`src/rtl/cla_pipe_addsub.sv`:
```
// ---------------------------------------------------------------------------
// cla_pipe_addsub -- pipelined carry-lookahead adder/subtractor
//
// A WIDTH-bit add or subtract is split into NG = WIDTH/GROUP lookahead
// groups. Each pipeline stage resolves one group, and the group carry is
// registered between stages. The result is A + B + cin (sub=0) or
// A + ~B + cin (sub=1). Throughput is one beat per cycle. A beat accepted
// at edge N appears on the outputs after edge N+NG-1.
//
// Optional feature (compile-time macro CLA_ADDSUB_SAT_EN):
//   When defined, this adds the input 'sat'. If sat=1 and the result
//   overflows, sum is clamped to the most-positive or most-negative value.
//   When undefined, sum always wraps modulo 2^WIDTH.
//
// Parameters:
//   WIDTH     operand/result width (must be a multiple of GROUP)
//   GROUP     bits per lookahead group, one group per stage (>= 1)
//
// Ports:
//   clk, rst_n          rising-edge clock, async active-low reset
//   in_valid/in_ready   operand handshake (in_ready = pipeline advances)
//   a, b, cin, sub      operands, carry-in, subtract select
//   sat                 saturate on overflow (CLA_ADDSUB_SAT_EN only)
//   out_valid/out_ready result handshake
//   sum, cout, ovf      result, carry out of MSB, signed overflow
// ---------------------------------------------------------------------------

// One lookahead group. Every internal carry is built as a flat
// sum-of-products of G/P terms and the group carry-in. No c[i] feeds
// c[i+1], so the depth stays constant rather than growing with GROUP.
module cla_group #(
  parameter int GROUP = 4
) (
  input  logic [GROUP-1:0] a,
  input  logic [GROUP-1:0] bx,
  input  logic             ci,
  output logic [GROUP-1:0] s,
  output logic             co
);

  logic [GROUP-1:0] p;
  logic [GROUP-1:0] g;
  logic [GROUP:0]   c;

  always_comb begin
    logic pr;
    logic cc;
    p    = a ^ bx;
    g    = a & bx;
    c    = '0;
    c[0] = ci;
    pr   = 1'b0;
    cc   = 1'b0;
    for (int i = 0; i < GROUP; i++) begin
      // c[i+1] = G[i] | P[i]G[i-1] | ... | P[i]..P[0]ci
      pr = 1'b1;
      cc = 1'b0;
      for (int j = i; j >= 0; j--) begin
        cc = cc | (g[j] & pr);
        pr = pr & p[j];
      end
      c[i+1] = cc | (pr & ci);
    end
    s  = p ^ c[GROUP-1:0];
    co = c[GROUP];
  end

endmodule

module cla_pipe_addsub #(
  parameter int WIDTH = 16,
  parameter int GROUP = 4
) (
  input  logic             clk,
  input  logic             rst_n,
  input  logic             in_valid,
  output logic             in_ready,
  input  logic [WIDTH-1:0] a,
  input  logic [WIDTH-1:0] b,
  input  logic             cin,
  input  logic             sub,
`ifdef CLA_ADDSUB_SAT_EN
  input  logic             sat,
`endif
  output logic             out_valid,
  input  logic             out_ready,
  output logic [WIDTH-1:0] sum,
  output logic             cout,
  output logic             ovf
);

  localparam int GSAFE = (GROUP < 1) ? 1 : GROUP;
  localparam int NG    = WIDTH / GSAFE;

  if ((GROUP < 1) || (WIDTH < 1) || ((WIDTH % GSAFE) != 0)) begin : g_bad_param
    $error("cla_pipe_addsub: WIDTH must be a positive multiple of GROUP, GROUP >= 1");
  end

`ifdef CLA_ADDSUB_SAT_EN
  localparam logic [WIDTH-1:0] SMIN = WIDTH'(1) << (WIDTH - 1);
  localparam logic [WIDTH-1:0] SMAX = ~SMIN;
`endif

  logic [WIDTH-1:0] bx_in;
  logic             adv;

  // Subtraction is A + ~B + cin. cin=1 gives the usual two's-complement
  // subtract, and cin=0 gives subtract-with-borrow.
  assign bx_in    = sub ? ~b : b;

  // The whole pipe moves as one. It stalls only when a valid result is
  // waiting on the output and downstream refuses it. A bubble on the
  // output never blocks, so bubbles flow through uncompressed.
  assign adv      = out_ready | ~out_valid;
  assign in_ready = adv;

  for (genvar k = 1; k <= NG; k++) begin : g_stg
    localparam int DONE = k * GROUP;   // bits resolved once this stage loads

    logic [GROUP-1:0] ga, gbx, gs;
    logic             gci, gco, vld_in;
    logic [DONE-1:0]  sum_raw;
`ifdef CLA_ADDSUB_SAT_EN
    logic             sat_in;
`endif
    logic [DONE-1:0]  sum_d, sum_q;
    logic             co_d, co_q;
    logic             vld_d, vld_q;

    // Stage 1 takes its group directly from the ports. Later stages take
    // the lowest unprocessed group from the previous stage's skew
    // registers.
    if (k == 1) begin : g_src
      assign ga      = a[GROUP-1:0];
      assign gbx     = bx_in[GROUP-1:0];
      assign gci     = cin;
      assign vld_in  = in_valid;
      assign sum_raw = gs;
`ifdef CLA_ADDSUB_SAT_EN
      assign sat_in  = sat;
`endif
    end else begin : g_src
      assign ga      = g_stg[k-1].g_mid.a_q[GROUP-1:0];
      assign gbx     = g_stg[k-1].g_mid.bx_q[GROUP-1:0];
      assign gci     = g_stg[k-1].co_q;
      assign vld_in  = g_stg[k-1].vld_q;
      assign sum_raw = {gs, g_stg[k-1].sum_q};
`ifdef CLA_ADDSUB_SAT_EN
      assign sat_in  = g_stg[k-1].g_mid.sat_q;
`endif
    end

    cla_group #(.GROUP(GROUP)) u_grp (
      .a  (ga),
      .bx (gbx),
      .ci (gci),
      .s  (gs),
      .co (gco)
    );

    if (k < NG) begin : g_mid
      // Skew registers hold only the operand bits that later stages
      // still need. The register shrinks by GROUP bits per stage.
      localparam int REM = WIDTH - DONE;
      logic [REM-1:0] a_d, a_q, bx_d, bx_q;
      logic           sat_d, sat_q;

      if (k == 1) begin : g_rsrc
        always_comb begin
          a_d  = a[WIDTH-1:DONE];
          bx_d = bx_in[WIDTH-1:DONE];
        end
      end else begin : g_rsrc
        always_comb begin
          a_d  = g_stg[k-1].g_mid.a_q[REM+GROUP-1:GROUP];
          bx_d = g_stg[k-1].g_mid.bx_q[REM+GROUP-1:GROUP];
        end
      end

      always_comb begin
        sum_d = sum_raw;
        co_d  = gco;
        vld_d = vld_in;
`ifdef CLA_ADDSUB_SAT_EN
        sat_d = sat_in;
`else
        sat_d = 1'b0;
`endif
      end

      always_ff @(posedge clk or negedge rst_n) begin
        if (!rst_n) begin
          a_q   <= '0;
          bx_q  <= '0;
          sat_q <= 1'b0;
        end else if (adv) begin
          a_q   <= a_d;
          bx_q  <= bx_d;
          sat_q <= sat_d;
        end
      end
    end else begin : g_last
      logic ovf_d, ovf_q;

      always_comb begin
        // Carry into the MSB is recovered from P^S at that bit. That saves
        // exporting one more internal carry from the group.
        ovf_d = ga[GROUP-1] ^ gbx[GROUP-1] ^ gs[GROUP-1] ^ gco;
        sum_d = sum_raw;
        co_d  = gco;
        vld_d = vld_in;
`ifdef CLA_ADDSUB_SAT_EN
        // On overflow the true result has the sign of operand A, so A's
        // sign picks the clamp rail.
        if (sat_in && ovf_d) sum_d = ga[GROUP-1] ? SMIN : SMAX;
`endif
      end

      always_ff @(posedge clk or negedge rst_n) begin
        if (!rst_n)   ovf_q <= 1'b0;
        else if (adv) ovf_q <= ovf_d;
      end
    end

    always_ff @(posedge clk or negedge rst_n) begin
      if (!rst_n) begin
        sum_q <= '0;
        co_q  <= 1'b0;
        vld_q <= 1'b0;
      end else if (adv) begin
        sum_q <= sum_d;
        co_q  <= co_d;
        vld_q <= vld_d;
      end
    end
  end

  assign out_valid = g_stg[NG].vld_q;
  assign sum       = g_stg[NG].sum_q;
  assign cout      = g_stg[NG].co_q;
  assign ovf       = g_stg[NG].g_last.ovf_q;

endmodule

```
`config.mk`:
```
export PLATFORM = sky130hd
export DESIGN_NAME = cla_pipe_addsub
export DESIGN_NICKNAME = d
export VERILOG_FILES = /design/src/rtl/cla_pipe_addsub.sv
export SDC_FILE = /design/constraint.sdc
export NUM_CORES = 1
export LEC_CHECK = 0
export BUFFER_PORTS_ARGS = -buffer_cell sky130_fd_sc_hd__buf_2
export CAP_MARGIN = 20
export CORE_MARGIN = 4
export CORE_UTILIZATION = 43
export DETAILED_ROUTE_END_ITERATION = 6
export GPL_ROUTABILITY_DRIVEN = 0
export PLACE_DENSITY_LB_ADDON = 0.3
export SYNTH_ARGS = -nofsm -noshare
export SYNTH_HDL_FRONTEND = slang
export SYNTH_SLANG_ARGS = --single-unit
```
`constraint.sdc`:
```
create_clock -name clk -period 4.9 [get_ports clk]
set_clock_uncertainty 0.2 [all_clocks]
set_input_delay 0.98 -clock clk [delete_from_list [all_inputs] [get_ports clk]]
set_output_delay 0.98 -clock clk [all_outputs]
set_load 0.02 [all_outputs]
```
==> metrics, run 1 <==
result of the run finished, final reports clean; number of max-cap violations 0; kind of launch point of the worst setup path primary input; setup repair after global routing missed its margin no; cell area after synthesis about 4300 sq um; areal power density over the cells approximately 610 nW/um^2; starting DRC count in detailed routing 169; total congestion overflow after global routing 0; upper clock frequency limit around 380 MHz; NumNets Final 563; share of synthesized area occupied by flip-flops and latches 56.1%; CTS Buf Count 9; detailed-route wire length between 7000 and 8000 um; setup TNS 0 ns; Max Transition Viols Final 0; final-report setup violation count 0; floorplan core area a little under 10000 sq um; post-cts sizing count 0; depth of the worst register-to-register path 3; CTS clk-pin slew, worst paths roughly 0.08 ns; total via count after detailed routing roughly 3000; main combinational cell family by area after synthesis simple AND/OR/NAND/NOR gates; pin count of the biggest net entering global routing approximately 110; Routed wire per std cell between 10 and 15 um; Critical Path RT 3.72 ns; adder-cell share of the synthesized area under 10%; final-report hold violation count 0; Cells after Synth 457; Compound-Gate Fraction of Synth Area ~8%; antenna violations before repair 0; Rows 36; maximum count of clock buffers along a single path 2; starting density of the core ~44%; WHS Path Cells 2; share of cell area taken by muxes after synthesis 0.231%; worst min-delay path category reg2reg; critical path peak fanout 3; parity-gate share of the synthesized area counting xor and xnor cells approximately 5%; reported leakage power between 2 and 2.5 nW; number of port buffers 57; post-route DRC violation count 0; Synth Warn # 0; clock period minus final worst setup slack roughly 2.6 ns; worst path arrival time ~1.4 ns; antenna-violating nets left 0; GRT Resource Usage Total between 10% and 20%; type of the worst setup path in2out; Yosys cell types 24; post-layout worst setup margin roughly 2.3 ns; via count of the first global-routing pass a little over 3000; number of vias per cell 4.64; post-synthesis share of cell area spent on and, or, nand and nor gates approximately a fifth; hold buffer count at cts 0; latest clock arrival within the worst-skew pair between 0.3 and 0.4 ns; Max-Slew Margin vs Limit about a third; ANT cells 0; global-route wire length before repair ~14000 um; average size of a mapped cell around 9.5 sq um; count of TritonRoute iterations in the first routing pass 4; overall die area about 12000 sq um; Boundary Pins 58; worst hold margin 0.267 ns; placed cell count roughly 630; Worst-Margin Slew slightly below 1 ns; CTS tree yes; estimated wirelength of the detail-placed design ~5300 um; syn_nets 515; post-layout utilization of the core 49.4%; total of flip-flops plus latches after synthesis slightly below 100; clock sink total 97; worst slack at placement 1.91 ns; Layout Area Growth over Synthesis 11.6%; Post-Layout Cell Count 643; die span in y roughly 110 um; VDD IR-drop max roughly 440 uV; buffers inserted by post-CTS timing repair 0; fraction of final layout cells sized beyond drive strength 1 between 10% and 20%; Die W roughly 110 um; category of the worst setup path capture point output port; maximum level of the CTS H-tree 3; clock tree root buffer cell sky130_fd_sc_hd__clkbuf_8; fraction of the cycle the final worst path needs 53.4%
-- synth_stat cells, drive strengths merged --
| library cell | count | area share, % |
|---|---|---|
| xnor2 | 18 | 3.6 |
| xor2 | 6 | 1.2 |
| clkbuf | 1 | 0.12 |
| nand2b | 1 | 0.14 |
| a21oi | 11 | 1.3 |
| buf | 22 | 3.5 |
| a21o | 4 | 0.69 |
| nand2 | 219 | 19 |
| o21ai | 32 | 3.7 |
| inv | 4 | 0.40 |
| o21bai | 4 | 0.87 |
| dfrtp | 97 | 56 |
| ha | 16 | 4.6 |
| nor2 | 8 | 0.69 |
| a211oi | 8 | 1.6 |
| nor2b | 1 | 0.32 |
| mux2i | 1 | 0.23 |
| fa | 4 | 1.9 |
-- routing by layer --
| layer | GRT usage, % | share of wire (%) | routed length [um] | vias to the layer above |
|---|---|---|---|---|
| met2 | 23.1 | 46 | 3550 | 44 |
| met1 | 19.9 | 48 | 3650 | 1385 |
| met3 | 2.45 | 4.3 | 331 | 10 |
| met5 | 0 | 0 | 0 | - |
| li1 | - | - | - | 1547 |
| met4 | 6.04 | 1.8 | 138 | 0 |
-- path summary, 6_finish.rpt --
path / end / slack (ns) / from
max reg2reg: g_stg[1].g_mid.bx_q[2]$_DFFE_PN0P_ / 2.96 / out_valid$_DFFE_PN0P_
max: in_ready / 2.28 / out_ready
min reg2reg: sum[12]$_DFFE_PN0P_ / 0.27 / sum[12]$_DFFE_PN0P_
min: sum[12]$_DFFE_PN0P_ / 0.27 / sum[12]$_DFFE_PN0P_
max in group asynchronous: g_stg[1].sum_q[1]$_DFFE_PN0P_ / 3.07 / rst_n
min in group asynchronous: g_stg[2].g_mid.a_q[5]$_DFFE_PN0P_ / 0.52 / rst_n
-- worst max-delay path: stages --
cell and delay (ns):
sky130_fd_sc_hd__buf_2 0.11, sky130_fd_sc_hd__nor2b_4 0.13, sky130_fd_sc_hd__inv_4 0.06, sky130_fd_sc_hd__buf_2 0.16
-- cells in the final DEF (no fill, tap or decap), drive strengths merged --
master | netlist | layout
clkinvlp | 0 | 1
o21ai | 32 | 32
a21o | 4 | 4
clkbuf | 1 | 12
xor2 | 6 | 6
nor2 | 8 | 8
o21bai | 4 | 4
a21oi | 11 | 11
xnor2 | 18 | 18
nand2 | 219 | 219
inv | 4 | 5
fa | 4 | 4
nor2b | 1 | 1
ha | 16 | 16
dfrtp | 97 | 97
clkinv | 0 | 2
buf | 22 | 60
mux2i | 1 | 1
a211oi | 8 | 8
nand2b | 1 | 1
-- power by group --
group / switching [mW] / leakage (nW) / internal (mW)
clock: 0.266 / 0.0928 / 0.213
combinational: 0.671 / 1.23 / 0.457
sequential: 0.198 / 1.17 / 1.16
-- cells by family (layout without fill, tap and decap cells) --
| kind of cell | count (synthesis) | count (layout) |
|---|---|---|
| flops | 97 | 97 |
| simple gates | 229 | 229 |
| buf+inv | 27 | 80 |
| compound gates | 59 | 59 |
| fa+ha+maj | 20 | 20 |
| mux | 1 | 1 |
| xor+xnor | 24 | 24 |
-- state kept, by name, indices dropped and copies added (netlist names) --
signal,cells
g_stg.g_mid.bx_q,24
g_stg.co_q,3
cout,1
g_stg.vld_q,3
g_stg.sum_q,24
ovf,1
sum,16
out_valid,1
g_stg.g_mid.a_q,24
-- area by class of cell --
cell class / count / area (sq um)
clock buffer: 12 / 155
clock inverter: 4 / 26.3
fill: 960 / 4950
inverter: 4 / 17.5
multi-input combinational: 333 / 1730
sequential: 97 / 2430
tap: 133 / 166
timing repair buffer: 60 / 310
-- per-stage QoR --
step                      area [sq um]  total power [mW]
after floorplan                   4330              2.25
after global placement            4650              2.47
after detailed placement          4650              2.53
after CTS                         4830              3.01
after global routing              4830              3.26
final                             4830              2.96
Power figures use the tool's default switching activity.
==> inputs of run 2 (changes only) <==
--- a/config.mk
+++ b/config.mk
@@ -5,6 +5,7 @@
 export SDC_FILE = /design/constraint.sdc
 export NUM_CORES = 1
 export LEC_CHECK = 0
+export ABC_AREA = 1
 export BUFFER_PORTS_ARGS = -buffer_cell sky130_fd_sc_hd__buf_2
 export CAP_MARGIN = 20
 export CORE_MARGIN = 4
==> constraint.sdc (replaced) <==
create_clock -name clk -period 2.53 [get_ports clk]
set_clock_uncertainty 0.2 [all_clocks]
set_input_delay 0.506 -clock clk [delete_from_list [all_inputs] [get_ports clk]]
set_output_delay 0.506 -clock clk [all_outputs]
set_load 0.02 [all_outputs]
==> metrics, run 2 <==
result of the run finished, final reports clean (unchanged); setup TNS 0 ns (unchanged); kind of launch point of the worst setup path flip-flop (was primary input); detailed-route wire length 8120 um (was 7680 um); Comb pwr share 37.7% (was 38.1%); overall die area 12100 sq um (was 11700 sq um); estimated wirelength of the detail-placed design 5580 um (was 5260 um); depth of the worst register-to-register path 6 (was 3); starting DRC count in detailed routing 163 (was 169); Clock Power Share 18.7% (was 16.2%); Die W 110 um (was 108 um); Max-Slew Margin vs Limit 47.5% (was 34.4%); total via count after detailed routing 3151 (was 2986); worst min-delay path category in2reg (was reg2reg); post-layout worst setup margin 0.750 ns (was 2.28 ns); clock period minus final worst setup slack 1.78 ns; syn_nets 553 (was 515); min-delay src a[5] (was sum[12]$_DFFE_PN0P_); total congestion overflow after global routing 0 (unchanged); CTS Buf Count 9 (unchanged); crit-path leading delay family flip-flops (was buffers and inverters); worst path arrival time 1.07 ns (was 1.44 ns); Boundary Pins 58 (unchanged); Rows 36 (unchanged); cell internal power dissipation 3.72 mW (was 1.83 mW); global-route wire length before repair 14100 um (was 13700 um); worst slack at placement 0.526 ns (was 1.91 ns); commonest non-fill, non-tap cell in the layout sky130_fd_sc_hd__nand2_1 (unchanged); Routed wire per std cell 11.8 um (was 11.9 um); post-layout utilization of the core 50.4% (was 49.4%); largest registers g_stg.g_mid.a_q (24), g_stg.g_mid.bx_q (24), g_stg.sum_q (24) (unchanged); antenna violations before repair 0 (unchanged); Critical Path RT 1.82 ns (was 3.72 ns); CTS clk-pin slew, worst paths 0.09 ns (was 0.08 ns); average size of a mapped cell 9.00 sq um (was 9.47 sq um); NumNets Final 606 (was 563); starting density of the core 44.8% (was 44.3%); maximum level of the CTS H-tree 3 (unchanged); Yosys top cell area share 54.5% (was 56.1%); Cell Area, Placed 4770 sq um (was 4650 sq um); floorplan core area 9950 sq um (was 9770 sq um); Critical R2R Capture g_stg[1].sum_q[2]$_DFFE_PN0P_ (was g_stg[1].g_mid.bx_q[2]$_DFFE_PN0P_); upper clock frequency limit between 500 and 600 MHz; ys async rst share 100% (unchanged); library cell occupying the most area in the post-synthesis netlist sky130_fd_sc_hd__dfrtp_1 (unchanged); setup slack, reg-to-reg 0.79 ns (was 2.96 ns); most frequent cells in the layout sky130_fd_sc_hd__nand2_1, sky130_fd_sc_hd__dfrtp_1, sky130_fd_sc_hd__buf_2 (unchanged); number of port buffers 57 (unchanged); pin count of the biggest net entering global routing 82 (was 106); number of max-cap violations 0 (unchanged); CTS tree yes (unchanged); dominant cells by area after synthesis sky130_fd_sc_hd__dfrtp_1, sky130_fd_sc_hd__nand2_1, sky130_fd_sc_hd__ha_1, sky130_fd_sc_hd__xnor2_1, sky130_fd_sc_hd__o21ai_0 (unchanged); latest clock arrival within the worst-skew pair 0.35 ns (was 0.36 ns); final-report setup violation count 0 (unchanged); reported leakage power 2.63 nW (was 2.49 nW); VDD IR-drop max 396 uV (was 435 uV); via count of the first global-routing pass 3083 (unchanged); worst hold margin 0.140 ns (was 0.267 ns); Design Area, Final 5010 sq um (was 4830 sq um); most instantiated cells after synthesis sky130_fd_sc_hd__nand2_1, sky130_fd_sc_hd__dfrtp_1, sky130_fd_sc_hd__o21ai_0 (unchanged); GRT Resource Usage Total 14.6% (was 14.5%); maximum count of clock buffers along a single path 2 (unchanged); overall power of the completed layout 6.04 mW (was 2.96 mW); antenna-violating nets left 0 (unchanged); Max Transition Viols Final 0 (unchanged); Synth Warn # 0 (unchanged); fraction of final layout cells sized beyond drive strength 1 14.5% (was 15.9%); sequence of cells on the critical path inv_1 > nor2_4 > inv_2 > buf_2 (was buf_2 > nor2b_4 > inv_4 > buf_2); Cells after Synth 495 (was 457); post-route DRC violation count 0 (unchanged); startpoint of the worst-slack reg-to-reg timing path out_valid$_DFFE_PN0P_ (unchanged); setup repair after global routing missed its margin no (unchanged); critical path peak fanout 3 (unchanged); fraction of power spent switching nets 38.5% (was 38.3%); category of the worst setup path capture point output port (unchanged); clock tree root buffer cell sky130_fd_sc_hd__clkbuf_8 (unchanged); clock sink total 97 (unchanged); total of flip-flops plus latches after synthesis 97 (unchanged); die span in y 110 um (was 108 um); prevailing post-synth register cell sky130_fd_sc_hd__dfrtp_1 (unchanged); Post-Layout Cell Count 686 (was 643); ANT cells 0 (unchanged); number of vias per cell 4.59 (was 4.64); CP max-delay cell sky130_fd_sc_hd__dfrtp_1 (was sky130_fd_sc_hd__buf_2); cell with the most instances after synthesis sky130_fd_sc_hd__nand2_1 (unchanged); Post-synth EDFFs 0 (unchanged); count of TritonRoute iterations in the first routing pass 4 (unchanged); placed cell count 669 (was 627); Worst-Margin Slew 0.787 ns (was 0.984 ns); cell area after synthesis 4460 sq um (was 4330 sq um); Worst Hold End g_stg[1].g_mid.a_q[1]$_DFFE_PN0P_ (was sum[12]$_DFFE_PN0P_); WHS Path Cells 3 (was 2); type of the worst setup path reg2out (was in2out); final-report hold violation count 0 (unchanged); Crit path buffers/inverters 3 (unchanged); fraction of the cycle the final worst path needs a little over two thirds; Layout Area Growth over Synthesis 12.5% (was 11.6%); sequential group share of total power 43.6% (was 45.7%); CP peak stage delay 0.38 ns (was 0.16 ns); share of synthesized area occupied by flip-flops and latches 54.5% (was 56.1%); Yosys cell types 22 (was 24); buffers inserted by post-CTS timing repair 0 (unchanged); net load switching power 2.33 mW (was 1.14 mW); areal power density over the cells 1210 nW/um^2 (was 613 nW/um^2)
## run 2: changes by cell type after synthesis, moves of 6 or more
cell	previous run	this run
sky130_fd_sc_hd__a211oi_1	6	0
sky130_fd_sc_hd__buf_4	7	1
sky130_fd_sc_hd__buf_6	4	12
sky130_fd_sc_hd__inv_1	3	26
sky130_fd_sc_hd__nand3_1	0	16
sky130_fd_sc_hd__o21ai_0	22	29
## run 2: worst max-delay path by stage
| stage | startpoint | to | cells after the start |
|---|---|---|---|
| 4_1_cts | out_valid$_DFFE_PN0P_ | in_ready | 4 |
| 3_3_place_gp | sub | g_stg[1].sum_q[3]$_DFFE_PN0P_ | 10 |
| 3_5_place_dp | sub | g_stg[1].sum_q[3]$_DFFE_PN0P_ | 10 |
| 2_1_floorplan | sub | g_stg[1].sum_q[3]$_DFFE_PN0P_ | 10 |
| 5_1_grt | out_valid$_DFFE_PN0P_ | g_stg[1].sum_q[2]$_DFFE_PN0P_ | 6 |
| 6_report | out_valid$_DFFE_PN0P_ | in_ready | 4 |
## run 2: cells by family after synthesis
| group | Yosys count | share of synthesized area, % |
|---|---|---|
| buffers and inverters | 49 | 6.68 |
| AO/OA/AOI/OAI | 52 | 5.90 |
| AND/OR/NAND/NOR | 255 | 22.3 |
| flip-flops | 97 | 54.5 |
| adder cells (fa/ha/maj) | 20 | 6.29 |
| XOR/XNOR | 22 | 4.32 |
## run 2: layout make-up
class / instances / area (sq um)
Timing Repair Buffer: 64 / 355
Multi-Input combinational cell: 349 / 1730
Clock inverter: 4 / 75.1
Fill cell: 946 / 4940
Clock buffer: 12 / 155
Inverter: 27 / 101
Tap cell: 133 / 166
Sequential cell: 97 / 2430
## run 2: worst reg2reg max path, delay by kind of cell, from the launching register on
family,cells,cell delay (ns)
buffers and inverters,3,0.72
flip-flops,1,0.38
AND/OR/NAND/NOR,2,0.22
AO/OA/AOI/OAI,1,0.13
## run 2: what timing repair did
item	4_1_cts	5_1_grt
endpoints found under the hold margin	17	0
gates resized for setup	0	0
hold buffers	1	0
## run 2: metal layers
layer,part of all wire [%],track usage (%),up-vias
met1,51,20.5,1435
met2,43,22.1,55
met3,4.5,3.17,11
met4,1.6,5.43,0
li1,-,-,1650
met5,0,0,-
## run 2: power by group through the flow
stage	clock network [mW]	logic, mW	registers (mW)
floorplan	0	1.67	2.75
global placement	0	2.23	2.65
detailed placement	0	2.30	2.67
CTS	1.16	2.32	2.64
global route	1.22	2.67	2.73
finish	1.13	2.28	2.64
==> inputs of run 3 (changes only) <==
==> constraint.sdc (replaced) <==
create_clock -name clk -period 1.6 [get_ports clk]
set_clock_uncertainty 0.2 [all_clocks]
set_input_delay 0.32 -clock clk [delete_from_list [all_inputs] [get_ports clk]]
set_output_delay 0.32 -clock clk [all_outputs]
set_load 0.02 [all_outputs]
==> metrics, run 3 (same netlist as run 2, synthesis figures left out) <==
result of the run finished, final reports clean (unchanged); areal power density over the cells 1930 nW/um^2 (was 1210 nW/um^2); worst min-delay path category in2reg (unchanged); Clock Power Share 18.0% (was 18.7%); type of the worst setup path reg2out (unchanged); Critical Path RT 1.08 ns (was 1.82 ns); clock tree root buffer cell sky130_fd_sc_hd__clkbuf_8 (unchanged); most frequent cells in the layout sky130_fd_sc_hd__nand2_1, sky130_fd_sc_hd__dfrtp_1, sky130_fd_sc_hd__buf_2 (unchanged); category of the worst setup path capture point output port (unchanged); setup repair after global routing missed its margin yes (was no); setup slack, reg-to-reg 0.05 ns (was 0.79 ns); CP max-delay cell sky130_fd_sc_hd__dfrtp_1 (unchanged); sequence of cells on the critical path inv_2 > nor2_4 > inv_4 > buf_6 (was inv_1 > nor2_4 > inv_2 > buf_2); number of port buffers 57 (unchanged); Max-Slew Margin vs Limit 77.1% (was 47.5%); critical path peak fanout 2 (was 3); overall die area 12100 sq um (unchanged); fraction of final layout cells sized beyond drive strength 1 22.1% (was 14.5%); commonest non-fill, non-tap cell in the layout sky130_fd_sc_hd__nand2_1 (unchanged); final-report hold violation count 0 (unchanged); CTS clk-pin slew, worst paths 0.09 ns (about the same); maximum count of clock buffers along a single path 2 (unchanged); Crit path buffers/inverters 3 (unchanged); Worst-Margin Slew 0.344 ns (was 0.787 ns); upper clock frequency limit roughly 640 MHz; via count of the first global-routing pass 3396 (was 3083); clock period minus final worst setup slack between 1.5 and 2 ns; die span in y 110 um (unchanged); Layout Area Growth over Synthesis 23.4% (was 12.5%); fraction of the cycle the final worst path needs between 90% and 100%; Max Transition Viols Final 0 (unchanged); count of TritonRoute iterations in the first routing pass 4 (unchanged); post-layout utilization of the core 55.3% (was 50.4%); pin count of the biggest net entering global routing 57 (was 82); fraction of power spent switching nets 38.3% (was 38.5%); estimated wirelength of the detail-placed design 5860 um (was 5580 um); number of vias per cell 4.65 (was 4.59); CTS tree yes (unchanged); post-route DRC violation count 0 (unchanged); VDD IR-drop max 691 uV (was 396 uV); Rows 36 (unchanged); Boundary Pins 58 (unchanged); clock sink total 97 (unchanged); floorplan core area 9950 sq um (unchanged); net load switching power 4.07 mW (was 2.33 mW); worst hold margin 0.0235 ns (was 0.140 ns); GRT Resource Usage Total 16.0% (was 14.6%); fill count 926 (was 946); latest clock arrival within the worst-skew pair 0.35 ns (about the same); final-report setup violation count 0 (unchanged); kind of launch point of the worst setup path flip-flop (unchanged); overall power of the completed layout 10.6 mW (was 6.04 mW); crit-path leading delay family flip-flops (unchanged); detailed-route wire length 8700 um (was 8120 um); maximum level of the CTS H-tree 3 (unchanged); starting density of the core 44.8% (unchanged); reported leakage power 2.79 nW (was 2.63 nW); cell internal power dissipation 6.56 mW (was 3.72 mW); global-route wire length before repair 15200 um (was 14100 um); antenna violations before repair 0 (unchanged); starting DRC count in detailed routing 112 (was 163); Die W 110 um (unchanged); Comb pwr share 42.1% (was 37.7%); worst path arrival time 1.04 ns (was 1.07 ns); sequential group share of total power 39.9% (was 43.6%); setup TNS 0 ns (unchanged); Routed wire per std cell 12.2 um (was 11.8 um); antenna-violating nets left 0 (unchanged); total congestion overflow after global routing 0 (unchanged); total via count after detailed routing 3305 (was 3151); NumNets Final 631 (was 606); number of max-cap violations 0 (unchanged); CTS Buf Count 9 (unchanged); largest registers g_stg.g_mid.a_q (24), g_stg.g_mid.bx_q (24), g_stg.sum_q (24) (unchanged); ANT cells 0 (unchanged); CP peak stage delay 0.37 ns (was 0.38 ns)
-- run 3: path summary, 6_finish.rpt --
check	start	to	depth (start not counted)
max	out_valid$_DFFE_PN0P_	in_ready	4
min	a[12]	g_stg[1].g_mid.a_q[8]$_DFFE_PN0P_	3
max reg2reg	g_stg[3].g_mid.bx_q[0]$_DFFE_PN0P_	ovf$_DFFE_PN0P_	8
min reg2reg	g_stg[3].vld_q$_DFFE_PN0P_	out_valid$_DFFE_PN0P_	2
max in group asynchronous	rst_n	g_stg[1].g_mid.bx_q[0]$_DFFE_PN0P_	3
min in group asynchronous	rst_n	g_stg[2].g_mid.a_q[7]$_DFFE_PN0P_	2
-- run 3: timing repair --
action                     CTS  global route
pin swaps                    1             8
hold endpoints to repair    95             0
hold buffers                13             0
setup endpoints to repair    5             9
buffers inserted             4             2
resized for setup            8            27
-- run 3: area by class of cell --
class | count | area [sq um] | area share [%]
multi-input combinational | 349 | 1920 | 34.9
clock buffer | 10 | 138 | 2.50
inverter | 27 | 104 | 1.89
timing repair buffer | 89 | 629 | 11.4
tap | 133 | 166 | 3.03
clock inverter | 6 | 115 | 2.09
sequential | 97 | 2430 | 44.1
-- run 3: tightest hold or removal path, stage by stage --
cell	delay (ns)
sky130_fd_sc_hd__buf_2	0.10
sky130_fd_sc_hd__nand2_1	0.05
sky130_fd_sc_hd__o21ai_1	0.06
-- run 3: through the flow --
stage	setup slack [ns]	cells	instance area, sq um
after CTS	-0.0137	709	5360
after global placement	-0.147	676	4890
after detailed placement	-0.174	676	4890
after global routing	-0.0461	711	5500
final	0.0409	711	5500
after floorplan	-0.197	495	4480
-- run 3: power groups by stage --
stage	Clock, mW	Sequential [mW]	Combinational (mW)
final	1.91	4.24	4.48
after global routing	2.09	4.39	5.10
after CTS	1.97	4.19	4.04
after detailed placement	0	4.21	3.80
after global placement	0	4.18	3.68
after floorplan	0	4.35	2.66
-- run 3: metal layers --
metal	routed length, um	track usage, %
met3	376	3.82
met5	0	0
met2	3980	24.9
met4	190	5.70
met1	4150	21.8
